File: config.mk
export PLATFORM = sky130hd
export DESIGN_NAME = pi_inv_lane_stream
export DESIGN_NICKNAME = d
export VERILOG_FILES = /design/src/rtl/pi_inv_lane_stream.sv
export SDC_FILE = /design/constraint.sdc
export NUM_CORES = 2
export LEC_CHECK = 0
export CORE_ASPECT_RATIO = 0.5
export CORE_MARGIN = 3
export CORE_UTILIZATION = 40
export CTS_CLUSTER_SIZE = 24
export DETAILED_ROUTE_END_ITERATION = 16
export PLACE_DENSITY = 0.66
export SETUP_SLACK_MARGIN = 0.4
export SYNTH_ARGS = -nofsm -noshare
export SYNTH_HDL_FRONTEND = slang
export SYNTH_SLANG_ARGS = --single-unit
File: constraint.sdc
create_clock -name clk -period 4.2 [get_ports clk]
set_input_delay 0.63 -clock clk [delete_from_list [all_inputs] [get_ports clk]]
set_output_delay 0.63 -clock clk [all_outputs]
set_load 0.005 [all_outputs]
File: src/rtl/pi_inv_lane_stream.sv
// pi_inv_lane_stream
// Lane-serial inverse of the Keccak pi step. A full 5x5 state arrives as
// 25 lanes (lane k is (x,y) = (k%5, k/5)), is buffered, then leaves as 25
// lanes in the inverse-pi arrangement C[x][y] = B[y][(2x+3y)%5].
// Fill and drain never overlap.
//
// Ports:
//   clk        system clock, rising-edge active
//   rst_n      asynchronous active-low reset
//   in_valid   input lane presented
//   in_data    input lane, LANE_SIZE bits
//   in_ready   block accepts a lane (high only while filling)
//   out_valid  output lane presented (high only while draining)
//   out_ready  consumer accepts the output lane
//   out_data   output lane, LANE_SIZE bits
//   out_last   marks the 25th output lane of a frame
//
// state | meaning
// ------+---------------------------------------------------------------
// FILL  | accepting input lanes into the buffer, in_cnt tracks lane k
// DRAIN | presenting permuted lanes, out_cnt tracks lane j, buffer frozen

module pi_inv_lane_stream #(
    parameter int LANE_SIZE = 64
) (
    input  logic                 clk,
    input  logic                 rst_n,
    input  logic                 in_valid,
    input  logic [LANE_SIZE-1:0] in_data,
    output logic                 in_ready,
    output logic                 out_valid,
    input  logic                 out_ready,
    output logic [LANE_SIZE-1:0] out_data,
    output logic                 out_last
);

    localparam int         ROW_SIZE  = 5;
    localparam int         COL_SIZE  = 5;
    localparam int         NUM_LANES = ROW_SIZE * COL_SIZE;
    localparam logic [4:0] LAST_LANE = 5'(NUM_LANES - 1);

    typedef enum logic {
        FILL  = 1'b0,
        DRAIN = 1'b1
    } state_t;

    state_t               state_q, state_d;
    logic [4:0]           in_cnt_q, in_cnt_d;
    logic [4:0]           out_cnt_q, out_cnt_d;
    logic                 wr_en;
    logic [4:0]           rd_idx;
    logic [LANE_SIZE-1:0] lane_buf [NUM_LANES];

    // Buffer is stored flat, lane (x,y) at x + 5y, so the write address is
    // simply in_cnt. The read address for output lane j = x + 5y is the
    // flat position of B[y][(2x+3y)%5], i.e. y + 5*((2x+3y)%5), precomputed
    // so no modulo hardware is needed. Unreachable counts fall back to 0.
    function automatic logic [4:0] src_lane(input logic [4:0] j);
        logic [4:0] idx;
        case (j)
            5'd0:  idx = 5'd0;
            5'd1:  idx = 5'd10;
            5'd2:  idx = 5'd20;
            5'd3:  idx = 5'd5;
            5'd4:  idx = 5'd15;
            5'd5:  idx = 5'd16;
            5'd6:  idx = 5'd1;
            5'd7:  idx = 5'd11;
            5'd8:  idx = 5'd21;
            5'd9:  idx = 5'd6;
            5'd10: idx = 5'd7;
            5'd11: idx = 5'd17;
            5'd12: idx = 5'd2;
            5'd13: idx = 5'd12;
            5'd14: idx = 5'd22;
            5'd15: idx = 5'd23;
            5'd16: idx = 5'd8;
            5'd17: idx = 5'd18;
            5'd18: idx = 5'd3;
            5'd19: idx = 5'd13;
            5'd20: idx = 5'd14;
            5'd21: idx = 5'd24;
            5'd22: idx = 5'd9;
            5'd23: idx = 5'd19;
            5'd24: idx = 5'd4;
            default: idx = 5'd0;
        endcase
        return idx;
    endfunction

    always_ff @(posedge clk or negedge rst_n) begin
        if (!rst_n) begin
            state_q   <= FILL;
            in_cnt_q  <= '0;
            out_cnt_q <= '0;
        end else begin
            state_q   <= state_d;
            in_cnt_q  <= in_cnt_d;
            out_cnt_q <= out_cnt_d;
        end
    end

    always_ff @(posedge clk or negedge rst_n) begin
        if (!rst_n) begin
            for (int i = 0; i < NUM_LANES; i++) begin
                lane_buf[i] <= '0;
            end
        end else if (wr_en) begin
            lane_buf[in_cnt_q] <= in_data;
        end
    end

    // Handshake outputs depend only on registered state, never on
    // in_valid or out_ready.
    always_comb begin
        state_d   = state_q;
        in_cnt_d  = in_cnt_q;
        out_cnt_d = out_cnt_q;
        in_ready  = 1'b0;
        out_valid = 1'b0;
        out_last  = 1'b0;
        out_data  = '0;
        wr_en     = 1'b0;
        rd_idx    = src_lane(out_cnt_q);

        case (state_q)
            FILL: begin
                in_ready = 1'b1;
                if (in_valid) begin
                    wr_en = 1'b1;
                    if (in_cnt_q == LAST_LANE) begin
                        in_cnt_d = '0;
                        state_d  = DRAIN;
                    end else begin
                        in_cnt_d = in_cnt_q + 5'd1;
                    end
                end
            end
            DRAIN: begin
                out_valid = 1'b1;
                out_data  = lane_buf[rd_idx];
                out_last  = (out_cnt_q == LAST_LANE);
                if (out_ready) begin
                    if (out_cnt_q == LAST_LANE) begin
                        out_cnt_d = '0;
                        state_d   = FILL;
                    end else begin
                        out_cnt_d = out_cnt_q + 5'd1;
                    end
                end
            end
            default: begin
                state_d = FILL;
            end
        endcase
    end

endmodule

==> metrics <==
status=complete, but fails checks; violated checks=negative setup slack; clk_lat worst skew=0.79 ns; Req. time, crit path=3.57 ns; multi-input logic area=33200 um2; CTS tree=done; DRC viols=0; YS warnings=0; Max Cap Viol=0; Mapped Cells=5442; Initial Util=40.6%; share of cells above drive strength 1=50.7%; Setup Viol. Count Final=64; actual slew at the worst max-slew pin=1.33 ns; fin crit share=107%; drt pass-1 iters=5; drt wl/cell=28.0 um; CTS sink count=1611; worst path arrival time=3.86 ns; via-per-instance ratio=5.97; Root Driver=clkbuf_16; HP Class=input port to asynchronous set/reset pin; DIE HEIGHT=309 um; commonest non-fill, non-tap cell in the layout=dfrtp_1; nature of the critical path startpoint=register; commonest non-fill, non-tap cells in the layout=1607 x dfrtp_1, 1601 x mux2_2, 676 x nand2_1; number of global-route vias before repair=52000; setup TNS=-11.61 ns; Max Freq=0.223 GHz; largest net degree at the start of global routing=133; Mapped Nets=5521; number of CTS-inserted buffers=156; WS Path Type=register to primary output; fin crit period=4.49 ns; first-pass GRT wire length=343000 um; core area=181000 um2; sequential cell area=40300 um2; placed instance area=79400 um2; DR vias=49700; Crit. End Element=primary output; Iteration-0 DRC Markers=4664; Area Growth Syn to Fin=23.2%; EDFF count, synth=0; Final ANT Viol Nets=0; RePlAce Congestion=0.815; worst-case clock buffer depth=3; worst vdd ir=0.000876 V; Synth Flop Type=dfrtp_1; Final Hold Viols=0; Pwr Density=816 nW/um2; Yosys reg bits=1611; Global Route Usage Sum=24.2%; IO Count=135; clock slew at reported path FFs=0.06 ns; Critical Path Fanout Max=18; post-synthesis sequential area ratio=54.8%; GRT overflow=0; synth unique cells=54; H-tree depth=4; ys async rst share=100%; final worst setup slack=-0.288 ns; hpwl dp=123000 um; Rows=110; Setup Skew=0.0210 ns; LEAKAGE=0.0418 uW; Synth Cell Area=73500 um2; nets=5870; initial antenna violation count=10; drt total wl=233000 um; Die ar.=189000 um2; total power=73900 uW; buffers added on ports=134; Final Instance Area=90600 um2; RSZ-0062 raised after global routing=true; Die X=612 um; Place WS=-0.0906 ns; Final Max Slew Viols=0; relative slew slack=11.5%; Avg Cell Area, Syn=13.5 um2; # fillers=14700
registers in the layout (all words and copies together), names as in the netlist:
name       count
state_q        1
lane_buf    1600
in_cnt_q       5
out_cnt_q      5
Yosys cell counts (2+ instances only):
cell type	number	area share [%]
nand4_1	3	0.026
nand2_1	697	3.6
ha_1	11	0.19
a21oi_1	17	0.12
a21o_1	66	0.67
nor3b_1	4	0.041
nand2b_1	2	0.017
o22ai_1	60	0.51
buf_4	21	0.21
nor3_1	8	0.054
buf_6	13	0.20
nor3_2	58	0.79
clkbuf_1	378	1.9
xor2_1	2	0.024
a31oi_1	63	0.54
mux4_2	187	5.7
nor2_1	18	0.092
buf_1	9	0.046
xnor2_1	2	0.024
buf_2	89	0.61
and3_1	66	0.56
nor2_2	4	0.034
a211oi_1	3	0.031
a32oi_1	64	0.76
nor4_2	2	0.034
mux2_2	1604	25
nand3_1	136	0.93
or2_2	2	0.017
nor2b_1	4	0.034
a311oi_1	63	0.75
dfrtp_1	1611	55
inv_1	7	0.036
o21ai_0	14	0.095
nor4_1	2	0.017
mux2i_1	66	0.90
a221oi_1	62	0.74
nand3b_1	2	0.020
and2_1	6	0.051
routing by layer:
layer	up-vias	GRT usage, %	part of all wire, %
met5	-	0	0.018
met3	500	4.93	8.3
met2	2064	37.8	46
li1	20600	-	-
met4	6	8.95	3.5
met1	26600	33.4	42
area by class of cell:
class,instances,area share [%]
diodes,9,0.0249
clock buffers,230,5.15
clock inverters,43,0.558
inverters,7,0.0290
multi-input cells,3317,36.6
flip-flops and latches,1611,44.5
well taps,2408,3.33
repair buffers,698,9.80
worst max-delay path: stages (launching register included):
cell,delay [ns]
dfrtp_1,0.41
inv_2,0.13
ha_4,0.25
mux2_4,0.26
a211o_1,0.29
and2_4,0.25
buf_8,0.16
buf_16,0.16
mux2i_1,0.18
a32oi_2,0.22
a31oi_2,0.14
nor3_2,0.18
buf_4,0.15
dlygate4sd2_1,0.24
power by group:
group	leakage [uW]	internal, uW	switching, uW
Clock	0.00257	8340	6090
Sequential	0.0219	19500	2060
Combinational	0.0174	18900	19100
per-stage QoR:
step           cells  utilization, %  hold WS, ns
4_1_cts         8261            49.2        0.501
3_5_place_dp    7782            43.8        0.487
6_report        8323            50.0        0.447
3_3_place_gp    7782            43.8        0.481
5_1_grt         8320            50.0        0.503
2_1_floorplan   5442               -        0.334
what timing repair did:
item | CTS | global route
pin swaps | 189 | 119
setup buffers | 154 | 44
hold buffers | 1 | 0
endpoints found under the setup margin | 64 | 64
hold endpoints to repair | 88 | 0
gates cloned | 51 | 9
resized for setup | 617 | 149
final timing paths:
kind                                     start             end  slack, ns  depth (start not counted)
min in group clk                lane_buf[1192]  lane_buf[1192]       0.50                          1
worst min register to register  lane_buf[1192]  lane_buf[1192]       0.50                          1
worst max-delay path              out_cnt_q[1]    out_data[42]      -0.29                         13
worst min-delay path                     rst_n   lane_buf[520]       0.45                          2
max in group asynchronous                rst_n  lane_buf[1499]       2.24                          3
worst max register to register         state_q    lane_buf[36]       1.23                          5
cell families after synthesis:
| logic type | after synthesis | synth area share [%] |
|---|---|---|
| compound gates | 422 | 4.35 |
| xor+xnor | 4 | 0.0477 |
| fa+ha+maj | 11 | 0.187 |
| buf+inv | 517 | 3.03 |
| flops | 1611 | 54.8 |
| mux | 1857 | 31.2 |
| simple gates | 1020 | 6.37 |
No activity file was read; power rests on OpenSTA's default activity.
